File: src/rtl/reorder_tag_manager_pkg.sv
// Shared verdict status encodings used by reorder_tag_manager and circular_buffer.
// Slot occupancy (the FREE marker) is kept by the tag manager, not encoded here.
package reorder_tag_manager_pkg;

   typedef enum logic [1:0] {
      ST_PENDING  = 2'b00,
      ST_REJECTED = 2'b01,
      ST_ACCEPTED = 2'b11
   } status_t;

   function automatic status_t verdict_status(input logic accept);
      return accept ? ST_ACCEPTED : ST_REJECTED;
   endfunction

endpackage

File: src/rtl/reorder_tag_manager_mod_counter.sv
// Wrapping pointer: counts 0..MODULUS-1 and wraps to 0, advancing one step per inc.
// Value updates on the clock edge after inc; asynchronous active-high reset to 0.
module mod_counter #(
   parameter int MODULUS = 3,
   parameter int WIDTH   = (MODULUS > 1) ? $clog2(MODULUS) : 1
) (
   input  logic             clk,
   input  logic             rst,
   input  logic             inc,
   output logic [WIDTH-1:0] value
);

   localparam logic [WIDTH-1:0] LAST = WIDTH'(MODULUS - 1);

   always_ff @(posedge clk or posedge rst) begin
      if (rst) begin
         value <= '0;
      end else if (inc) begin
         value <= (value == LAST) ? '0 : value + 1'b1;
      end
   end

endmodule

File: src/rtl/reorder_tag_manager.sv
// Issues reorder tags from a slot ring, records filter verdicts per slot and frees slots on release.
// Issue stalls (tag_TVALID low) while the tail slot is allocated; status reads are combinational from registered state.
module reorder_tag_manager
   import reorder_tag_manager_pkg::*;
#(
   parameter int TAG_WIDTH            = 6,
   parameter int CIRCULAR_BUFFER_SIZE = 3
) (
   input  logic                 clk,
   input  logic                 rst,
   output logic [TAG_WIDTH-1:0] tag_TDATA,
   output logic                 tag_TVALID,
   input  logic                 tag_TREADY,
   input  logic                 verdict_valid,
   input  logic [TAG_WIDTH-1:0] verdict_tag,
   input  logic                 verdict_accept,
   input  logic [TAG_WIDTH-1:0] reorder_tag_out,
   output logic [1:0]           packet_status,
   input  logic                 release_valid,
   output logic [TAG_WIDTH:0]   occupancy,
   output logic [2:0]           err_sticky
);

   localparam int N  = CIRCULAR_BUFFER_SIZE;
   localparam int PW = (N > 1) ? $clog2(N) : 1;
   localparam logic [TAG_WIDTH:0] OCC_ONE = (TAG_WIDTH + 1)'(1);

   logic [PW-1:0] head, tail;
   logic [N-1:0]  used;
   status_t       st [N];

   logic [N-1:0] at_tail, at_head, at_verdict;
   logic         tail_free, head_decided, v_used, v_pending;
   logic         xfer, rel, v_hit;
   logic [2:0]   err_now;

   mod_counter #(.MODULUS(N), .WIDTH(PW)) u_tail (
      .clk(clk), .rst(rst), .inc(xfer), .value(tail)
   );

   mod_counter #(.MODULUS(N), .WIDTH(PW)) u_head (
      .clk(clk), .rst(rst), .inc(rel), .value(head)
   );

   // Decode pointers and tags per slot so out-of-range tags simply match nothing.
   always_comb begin
      at_tail       = '0;
      at_head       = '0;
      at_verdict    = '0;
      tail_free     = 1'b0;
      head_decided  = 1'b0;
      v_used        = 1'b0;
      v_pending     = 1'b0;
      packet_status = 2'b00;
      for (int i = 0; i < N; i++) begin
         at_tail[i]    = (tail == PW'(i));
         at_head[i]    = (head == PW'(i));
         at_verdict[i] = (verdict_tag == TAG_WIDTH'(i));
         if (at_tail[i] && !used[i]) tail_free = 1'b1;
         if (at_head[i] && used[i] && st[i] != ST_PENDING) head_decided = 1'b1;
         if (at_verdict[i]) begin
            v_used    = used[i];
            v_pending = (st[i] == ST_PENDING);
         end
         if (reorder_tag_out == TAG_WIDTH'(i) && used[i]) packet_status = st[i];
      end
   end

   assign tag_TDATA  = TAG_WIDTH'(tail);
   assign tag_TVALID = tail_free;
   assign xfer       = tail_free & tag_TREADY;
   assign rel        = release_valid & head_decided;
   assign v_hit      = verdict_valid & v_used & v_pending;
   assign err_now    = {release_valid & ~head_decided,
                        verdict_valid & v_used & ~v_pending,
                        verdict_valid & ~v_used};

   // Transfer, verdict and release always hit distinct slots, so their writes never collide.
   always_ff @(posedge clk or posedge rst) begin
      if (rst) begin
         used       <= '0;
         occupancy  <= '0;
         err_sticky <= '0;
         for (int i = 0; i < N; i++) st[i] <= ST_PENDING;
      end else begin
         for (int i = 0; i < N; i++) begin
            if (xfer && at_tail[i]) begin
               used[i] <= 1'b1;
               st[i]   <= ST_PENDING;
            end else if (rel && at_head[i]) begin
               used[i] <= 1'b0;
            end
            if (v_hit && at_verdict[i]) st[i] <= verdict_status(verdict_accept);
         end
         case ({xfer, rel})
            2'b10:   occupancy <= occupancy + OCC_ONE;
            2'b01:   occupancy <= occupancy - OCC_ONE;
            default: occupancy <= occupancy;
         endcase
         err_sticky <= err_sticky | err_now;
      end
   end

endmodule
File: config.mk
export PLATFORM = sky130hd
export DESIGN_NAME = reorder_tag_manager
export DESIGN_NICKNAME = d
export VERILOG_FILES = /design/src/rtl/reorder_tag_manager_pkg.sv /design/src/rtl/reorder_tag_manager_mod_counter.sv /design/src/rtl/reorder_tag_manager.sv
export SDC_FILE = /design/constraint.sdc
export NUM_CORES = 1
export LEC_CHECK = 0
export CAP_MARGIN = 15
export CORE_MARGIN = 3
export CORE_UTILIZATION = 50
export DETAILED_ROUTE_END_ITERATION = 6
export DONT_BUFFER_PORTS = 1
export GPL_ROUTABILITY_DRIVEN = 0
export PLACE_DENSITY = 0.69
export SLEW_MARGIN = 20
export SYNTH_ARGS = -nofsm -noshare
export SYNTH_HDL_FRONTEND = slang
export SYNTH_SLANG_ARGS = --single-unit
File: constraint.sdc
create_clock -name clk -period 4.6 [get_ports clk]
set_clock_uncertainty 0.2 [all_clocks]
set_input_delay 0.92 -clock clk [delete_from_list [all_inputs] [get_ports clk]]
set_output_delay 0.92 -clock clk [all_outputs]
set_load 0.05 [all_outputs]
==> results of run 1 <==
-- kinds of logic (layout without fill, tap and decap cells) --
kind of cell | Yosys count | count (layout) | share of synthesized area (%)
AO/OA/AOI/OAI | 38 | 38 | 18.93
XOR/XNOR | 8 | 8 | 5.050
adder cells (fa/ha/maj) | 3 | 3 | 2.705
buffers and inverters | 12 | 10 | 4.418
flip-flops | 23 | 23 | 41.48
multiplexers | 5 | 5 | 3.787
other | 1 | 4 | 0.2703
AND/OR/NAND/NOR | 62 | 62 | 23.36
-- final cells by class --
type | count | share of cell area, %
repair buffers | 1 | 0.5259
clock buffers | 4 | 1.840
multi-input cells | 120 | 53.37
flip-flops and latches | 23 | 40.32
well taps | 30 | 2.629
inverters | 5 | 1.315
-- worst min-delay path by stage --
stage	from	end	slack, ns
final	st[2]$_DFFE_PP0P_	st[2]$_DFFE_PP0P_	0.33
after global routing	st[3]$_DFFE_PP0P_	st[3]$_DFFE_PP0P_	0.36
after CTS	st[2]$_DFFE_PP0P_	st[2]$_DFFE_PP0P_	0.33
after detailed placement	st[2]$_DFFE_PP0P_	st[2]$_DFFE_PP0P_	0.30
after global placement	u_head.value[1]$_DFFE_PP0N_	u_head.value[1]$_DFFE_PP0N_	0.30
after floorplan	u_head.value[1]$_DFFE_PP0N_	u_head.value[1]$_DFFE_PP0N_	0.27
-- flip-flops by register name (all words and copies together), names as in the netlist --
name	flops
occupancy	7
st	6
err_sticky	3
used	3
u_head.value	2
u_tail.value	2
-- per-stage QoR --
stage	std cells	power, uW	instance area, um2
2_1_floorplan	155	740.9	1399
3_3_place_gp	179	803.7	1401
3_5_place_dp	179	818.5	1401
4_1_cts	183	916.8	1428
5_1_grt	183	976.1	1428
6_report	183	908.3	1428
-- synth_stat cells (2+ instances only) --
library cell,number,area [um2]
dfrtp_1,23,575.6
nand2_1,21,78.83
nor2_1,13,48.80
o21ai_1,7,35.03
a21o_1,6,45.04
a21oi_1,5,25.02
inv_1,5,18.77
nand3_1,5,25.02
xor2_1,5,43.79
a31oi_1,4,25.02
buf_4,4,30.03
a21bo_1,3,30.03
ha_1,3,37.54
mux2i_1,3,30.03
nand2b_1,3,18.77
nor2b_1,3,18.77
nor3_1,3,15.01
o21ai_0,3,15.01
or3b_1,3,26.28
xnor2_1,3,26.28
a22o_1,2,17.52
and2_1,2,12.51
clkbuf_1,2,7.510
o21bai_1,2,15.01
o22ai_1,2,12.51
-- layer usage --
layer  up-vias  part of all wire [%]
li1        530                     -
met1       495                    50
met2        38                    42
met3         4                   6.9
met4         0                  0.96
met5         -                     0
-- cell usage in the layout, fill, tap and decap left out, types with 2 or more instances in the layout --
cell / instances
or3b_1: 3
a21o_1: 6
clkbuf_4: 3
nor2_1: 13
nand2_1: 21
o21ai_0: 3
o21ai_1: 7
nor3_1: 3
a21oi_1: 5
a31oi_1: 4
ha_1: 3
nand2b_1: 3
xnor2_1: 3
conb_1: 4
nand3_1: 5
a22o_1: 2
and2_1: 2
dfrtp_1: 23
inv_1: 5
xor2_1: 5
nor2b_1: 3
a21bo_1: 3
mux2i_1: 3
o22ai_1: 2
o21bai_1: 2
-- power breakdown --
group	switching [uW]	internal, uW
registers	255	267
clock network	61.0	33.9
logic	157	134
total	473	435
-- critical path: stages, from the launching register on --
cell and delay, ns:
dfrtp_1 0.75, mux2_1 0.39, o21ai_1 0.16, nand2_1 0.15, ha_1 0.39, xor2_1 0.22, ha_1 0.20, nor4bb_1 0.27
a21oi_1 0.11, a221o_1 0.33, a21oi_1 0.16, xor2_1 0.15
==> reports/results.tsv, run 1 <==
metric	value	unit
Hold Slack	0.3343	ns
Clock transition at path regs	0.13	ns
Detailed Route WL	2.816	mm
global route overflow	0	
die span in y	58.68	um
post-synthesis cell type count	42	
row count	18	
DP HPWL	2.192	mm
Final nets	175	
CTS Sinks	23	
RSZ-0062 raised after global routing	no	
leakage	0.0006598	uW
startpoint types	register	
initial antenna violation count	0	
R2R Setup Slk	1.05	ns
Mapped Cells	152	
clock buffer depth	2	
H-Tree Depth	1	
Top Ports	37	
Core Util, Final	55.60	%
VDD IR-drop max	0.5329	mV
Min-Delay Path Class	reg -> reg	
Critical Path Start	u_tail.value[1]$_DFFE_PP0P_	
cts hold-fix bufs	0	
core area	0.002567	mm2
yosys warns	0	
drt drc	0	
# diodes	0	
Area Overhead vs Synth	2.886	%
reg2reg start	u_tail.value[1]$_DFFE_PP0P_	
GR Layer Usage met3	4.825	%
Yosys reg bits	23	
FF/Latch Area	575.6	um2
Port Buffers	0	
largest net degree at the start of global routing	24	
sequential share of the synthesized area	41.48	%
ys async rst share	100.0	%
GRT Total Usage	18.40	%
Syn Std Cell Area	0.001388	mm2
M2 GR Usage	26.48	%
pre-CTS setup slack	1.065	ns
Final period util	77.18	%
status	completed	
setup violators final	0	
R2R cell count	11	
Required @ worst endpoint	4.64	ns
Fmax achieved	281.7	MHz
layout cells sized above 1	5.882	%
Setup Buffers After CTS	0	
Primary FF master, synth	dfrtp_1	
largest fanout on the critical path	16	
# resized after CTS	0	
DRT iter0 DRCs	43	
GRT Max-Usage Layer	met1	
PwrDens	636.2	mW/mm2
Initial Utilization	54.04	%
Vias	1067	
max_slew headroom	43.00	%
Slew Limit Fails	0	
Tightest Pin Transition	0.8540	ns
CTS tree	done	
Fin. Hold Viols	0	
setup_tns	0	ns
worst setup margin	1.050	ns
root buf cell	clkbuf_4	
syn avg cell area	9.129	um2
Post-synth EDFFs	0	
die width	58.68	um
vias in the first global route	1040	
final antenna-violating net count	0	
Worst Setup EP	occupancy[6]$_DFFE_PP0P_	
reg2reg end	occupancy[6]$_DFFE_PP0P_	
# fillers	248	
Multi-input gate area	762.0	um2
met1 Track Usage GR	26.70	%
Critical Path AT	3.59	ns
Min-Delay Path Depth	1	
max-capacitance violation count	0	
crit path kind	reg -> reg	
average routed wire per standard cell	15.39	um
CTS Buf Count	3	
die area	0.003443	mm2
DR pass1 iterations	4	
Clk Latency, worst-skew pair	0.31	ns
first-pass GRT wire length	4.857	mm
time the worst path needs with I/O delays and setup	3.550	ns
Worst Setup End Kind	register	
vias per std cell	5.831	
Power figures use the tool's default switching activity.
==> run 2: changes to the inputs <==
==> constraint.sdc (replaced) <==
create_clock -name clk -period 3.6 [get_ports clk]
set_clock_uncertainty 0.2 [all_clocks]
set_input_delay 0.72 -clock clk [delete_from_list [all_inputs] [get_ports clk]]
set_output_delay 0.72 -clock clk [all_outputs]
set_load 0.05 [all_outputs]
==> run 2 against run 1 <==
Compared with the run above: total power rose by 30%; utilization rose by 1.1 points; die area did not move; fmax rose by 12%; clock power rose by 29%; sequential power rose by 22%; critical path type unchanged.
==> reports/results.tsv, run 2 (synthesis gave the netlist of run 1 again) <==
metric	value	unit
drt drc	0	
H-Tree Depth	1	
Slew Limit Fails	0	
Final period util	87.85	%
PwrDens	812.6	mW/mm2
global route overflow	0	
average routed wire per standard cell	15.01	um
Fin. Hold Viols	0	
Final nets	177	
Required @ worst endpoint	3.64	ns
Clk Latency, worst-skew pair	0.31	ns
time the worst path needs with I/O delays and setup	3.162	ns
final antenna-violating net count	0	
crit path kind	reg -> reg	
die width	58.68	um
max-capacitance violation count	0	
status	completed	
layout cells sized above 1	9.032	%
first-pass GRT wire length	4.705	mm
Biggest register	occupancy	
RSZ-0062 raised after global routing	no	
Largest register FFs	7	
clock buffer depth	2	
Tightest Pin Transition	0.8638	ns
largest net degree at the start of global routing	24	
Initial Utilization	54.04	%
DP HPWL	2.115	mm
Vias	1081	
Detailed Route WL	2.777	mm
Area Overhead vs Synth	4.960	%
largest fanout on the critical path	7	
Top Ports	37	
Min-Delay Path Class	in -> async	
leading cell type in the layout, fill and taps excluded	dfrtp_1	
reg2reg start	u_tail.value[1]$_DFFE_PP0P_	
startpoint types	register	
reg2reg end	occupancy[6]$_DFFE_PP0P_	
vias per std cell	5.843	
DRT iter0 DRCs	38	
# resized after CTS	0	
DR pass1 iterations	4	
setup_tns	0	ns
biggest regs	occupancy (7), st (6)	
commonest cells after routing, fill and taps aside	22 x dfrtp_1, 21 x nand2_1, 13 x nor2_1, 6 x o21ai_1, 6 x a21o_1	
GRT Total Usage	17.48	%
VDD IR-drop max	0.6913	mV
Worst Setup End Kind	register	
row count	18	
die area	0.003443	mm2
core area	0.002567	mm2
R2R cell count	11	
Critical Path AT	3.20	ns
leakage	0.0006744	uW
die span in y	58.68	um
Fmax achieved	316.2	MHz
Clock transition at path regs	0.13	ns
total power	1184	uW
cts hold-fix bufs	0	
initial antenna violation count	0	
CTS Buf Count	3	
setup violators final	0	
Setup Buffers After CTS	0	
# diodes	0	
root buf cell	clkbuf_4	
Port Buffers	0	
max_slew headroom	42.35	%
CTS Sinks	23	
R2R Setup Slk	0.44	ns
vias in the first global route	1037	
CTS tree	done	
## run 2: cell count changes in the layout (fill, tap and decap cells not counted)
cell and change:
o21ai_1 -1, clkinv_2 +1, dfrtp_1 -1, buf_4 +2, clkbuf_1 -1, dfrtp_2 +1
o21ai_4 +1
## run 2: worst max path at each step
| stage | slack [ns] | start | endpoint |
|---|---|---|---|
| finish | 0.44 | u_tail.value[1]$_DFFE_PP0P_ | occupancy[6]$_DFFE_PP0P_ |
| global placement | 0.58 | u_tail.value[1]$_DFFE_PP0P_ | occupancy[6]$_DFFE_PP0P_ |
| CTS | 0.43 | u_tail.value[1]$_DFFE_PP0P_ | occupancy[6]$_DFFE_PP0P_ |
| floorplan | 0.15 | u_tail.value[1]$_DFFE_PP0P_ | occupancy[6]$_DFFE_PP0P_ |
| global route | 0.23 | u_tail.value[1]$_DFFE_PP0P_ | occupancy[6]$_DFFE_PP0P_ |
| detailed placement | 0.45 | u_tail.value[1]$_DFFE_PP0P_ | occupancy[6]$_DFFE_PP0P_ |
## run 2: cell type report
cell class,instances,area (um2)
Timing Repair Buffer,3,22.52
Sequential cell,23,576.8
Clock inverter,1,5.005
Clock buffer,3,22.52
Multi-Input combinational cell,120,773.2
Fill cell,247,1111
Tap cell,30,37.54
Inverter,5,18.77
## run 2: critical path: stages (launching register included)
cell and delay (ns):
dfrtp_2 0.59, mux2_1 0.40, o21ai_4 0.14, nand2_1 0.14, ha_1 0.26, xor2_1 0.17
ha_1 0.20, nor4bb_1 0.27, a21oi_1 0.10, a221o_1 0.33, a21oi_1 0.15, xor2_1 0.15
## run 2: power by group
group	internal, uW	total [uW]	switching [uW]	leakage [uW]
logic	185	423	238	0.000375
registers	342	639	297	0.000282
clock network	41.4	122	80.1	0.0000177
total	569	1180	614	0.000674
## run 2: routing by layer
layer / part of all wire (%) / routed length (um) / track usage [%]
met5: 0 / 0 / 0
met4: 0.54 / 15 / 4.854
met3: 7.7 / 213 / 3.947
met2: 44 / 1217 / 25.84
met1: 48 / 1331 / 25.73
## run 2: metrics by stage
step                      utilization (%)  setup WS [ns]  std cells  area (um2)  hold WS, ns
after floorplan                         -         0.1507        155        1411       0.2712
after global placement              55.65         0.5765        181        1429       0.2941
after detailed placement            55.65         0.4537        181        1429       0.2993
after CTS                           56.73         0.4280        185        1456       0.2752
after global routing                56.73         0.2278        185        1456       0.2558
final                               56.73         0.4375        185        1456       0.2581
==> run 3: changes to the inputs <==
--- a/config.mk
+++ b/config.mk
@@ -6,7 +6,7 @@
 export NUM_CORES = 1
 export LEC_CHECK = 0
 export CAP_MARGIN = 15
-export CORE_MARGIN = 3
+export CORE_MARGIN = 4
 export CORE_UTILIZATION = 50
 export DETAILED_ROUTE_END_ITERATION = 6
 export DONT_BUFFER_PORTS = 1
==> run 3 against run 2 <==
Compared with the run above: sequential share of layout area is essentially flat; count of clock-buffer cells in the layout grew 1; global-route usage shrank 0.061 points; register-to-register slack is essentially flat; final cell count is the same; total power grew 0.18%; largest cell class unchanged.
==> reports/results.tsv, run 3 (synthesis gave the netlist of run 1 again) <==
metric	value	unit
status	completed	
Slew Limit Fails	0	
leakage	0.0006716	uW
CTS tree	done	
Clk Latency, worst-skew pair	0.31	ns
setup_tns	0	ns
GRT Total Usage	17.42	%
Sw Pwr	614.6	uW
PwrDens	814.8	mW/mm2
# diodes	0	
Worst Path Buf+Inv	0	
layout cells sized above 1	8.387	%
Top Ports	37	
time the worst path needs with I/O delays and setup	3.173	ns
# resized after CTS	0	
vias per std cell	5.881	
vias in the first global route	1063	
switching power share of the total	51.84	%
largest fanout on the critical path	7	
Worst Setup End Kind	register	
first-pass GRT wire length	4.761	mm
initial antenna violation count	0	
biggest regs	occupancy (7), st (6)	
DR pass1 iterations	4	
Vias	1088	
clock buffer depth	2	
Final nets	177	
Worst path top cell family by delay	compound AO/OA/AOI/OAI gates	
Critical Path AT	3.22	ns
global route overflow	0	
Setup Buffers After CTS	0	
DP HPWL	2.165	mm
Min-Delay Path Class	in -> async	
average routed wire per standard cell	15.21	um
Final period util	88.14	%
startpoint types	register	
Area Overhead vs Synth	4.870	%
max_slew headroom	43.58	%
leading cell type in the layout, fill and taps excluded	dfrtp_1	
Int Pwr	571.0	uW
power share of the clock group	10.3	%
Clock transition at path regs	0.13	ns
die area	0.003682	mm2
die width	60.68	um
cts hold-fix bufs	0	
Fin. Hold Viols	0	
drt drc	0	
Largest register FFs	7	
Fmax achieved	315.1	MHz
CTS Sinks	23	
final antenna-violating net count	0	
setup violators final	0	
root buf cell	clkbuf_4	
row count	18	
CP peak stage delay	0.60	ns
Biggest register	occupancy	
crit path kind	reg -> reg	
sequence of cells on the critical path	mux2_1 -> o21ai_4 -> nand2_1 -> ha_1 -> xor2_1 -> ha_1 -> nor4bb_1 -> a21oi_1 -> a221o_1 -> a21oi_1 -> xor2_1	
max-capacitance violation count	0	
Tightest Pin Transition	0.8454	ns
Detailed Route WL	2.813	mm
register share of total power	54.1	%
highest-delay cell along the critical path	dfrtp_2	
RSZ-0062 raised after global routing	no	
Port Buffers	0	
largest net degree at the start of global routing	24	
Initial Utilization	54.04	%
H-Tree Depth	1	
die span in y	60.68	um
CTS Buf Count	3	
Core Util, Final	56.68	%
core area	0.002567	mm2
VDD IR-drop max	0.6405	mV
Comb pwr share	35.6	%
Required @ worst endpoint	3.64	ns
DRT iter0 DRCs	41	
commonest cells after routing, fill and taps aside	22 x dfrtp_1, 21 x nand2_1, 13 x nor2_1, 6 x o21ai_1, 6 x a21o_1	
-- run 3: cell type report --
class                      count  area (um2)
timing repair buffer           3       22.52
tap                           30       37.54
fill                         239        1112
clock buffer                   4       26.28
inverter                       5       18.77
multi-input combinational    120       773.2
sequential                    23       576.8
-- run 3: routing by layer --
metal | track usage, % | part of all wire (%) | vias up
met5 | 0 | 0 | -
met4 | 6.811 | 0.78 | 0
met3 | 4.681 | 10 | 2
met2 | 25.19 | 43 | 46
met1 | 24.87 | 46 | 504
li1 | - | - | 536
-- run 3: power groups by stage --
stage                     combinational (uW)  sequential, uW  clock [uW]
final                                    422             642         122
after global routing                     472             660         139
after CTS                                424             642         128
after detailed placement                 421             649           0
after global placement                   409             641           0
after floorplan                          328             632           0
-- run 3: worst register-to-register path: cells and delay by family (launching register included) --
family / cells / cell delay [ns]
compound gates: 4 / 0.74
flops: 1 / 0.60
fa+ha+maj: 2 / 0.44
simple gates: 2 / 0.42
mux: 1 / 0.40
xor+xnor: 2 / 0.31
-- run 3: worst paths after layout --
path                                              from                          end  slack, ns  cells past startpoint
setup / recovery           u_tail.value[1]$_DFFE_PP0P_     occupancy[6]$_DFFE_PP0P_       0.43                     11
hold / removal                                     rst     occupancy[6]$_DFFE_PP0P_       0.25                      1
setup reg to reg           u_tail.value[1]$_DFFE_PP0P_     occupancy[6]$_DFFE_PP0P_       0.43                     11
hold reg to reg                      st[2]$_DFFE_PP0P_            st[2]$_DFFE_PP0P_       0.33                      1
max in group asynchronous                          rst  u_tail.value[1]$_DFFE_PP0P_       2.38                      1
min in group clk                        verdict_tag[1]            st[4]$_DFFE_PP0P_       0.28                      1
-- run 3: through the flow --
stage / worst slack [ns] / area, um2 / hold slack, ns / total power (uW) / instances
floorplan: 0.1507 / 1411 / 0.2712 / 960.5 / 155
global placement: 0.5762 / 1429 / 0.2938 / 1050 / 181
detailed placement: 0.4652 / 1429 / 0.2975 / 1070 / 181
CTS: 0.4363 / 1455 / 0.2703 / 1195 / 185
global route: 0.1127 / 1455 / 0.2706 / 1271 / 185
finish: 0.4269 / 1455 / 0.2513 / 1186 / 185
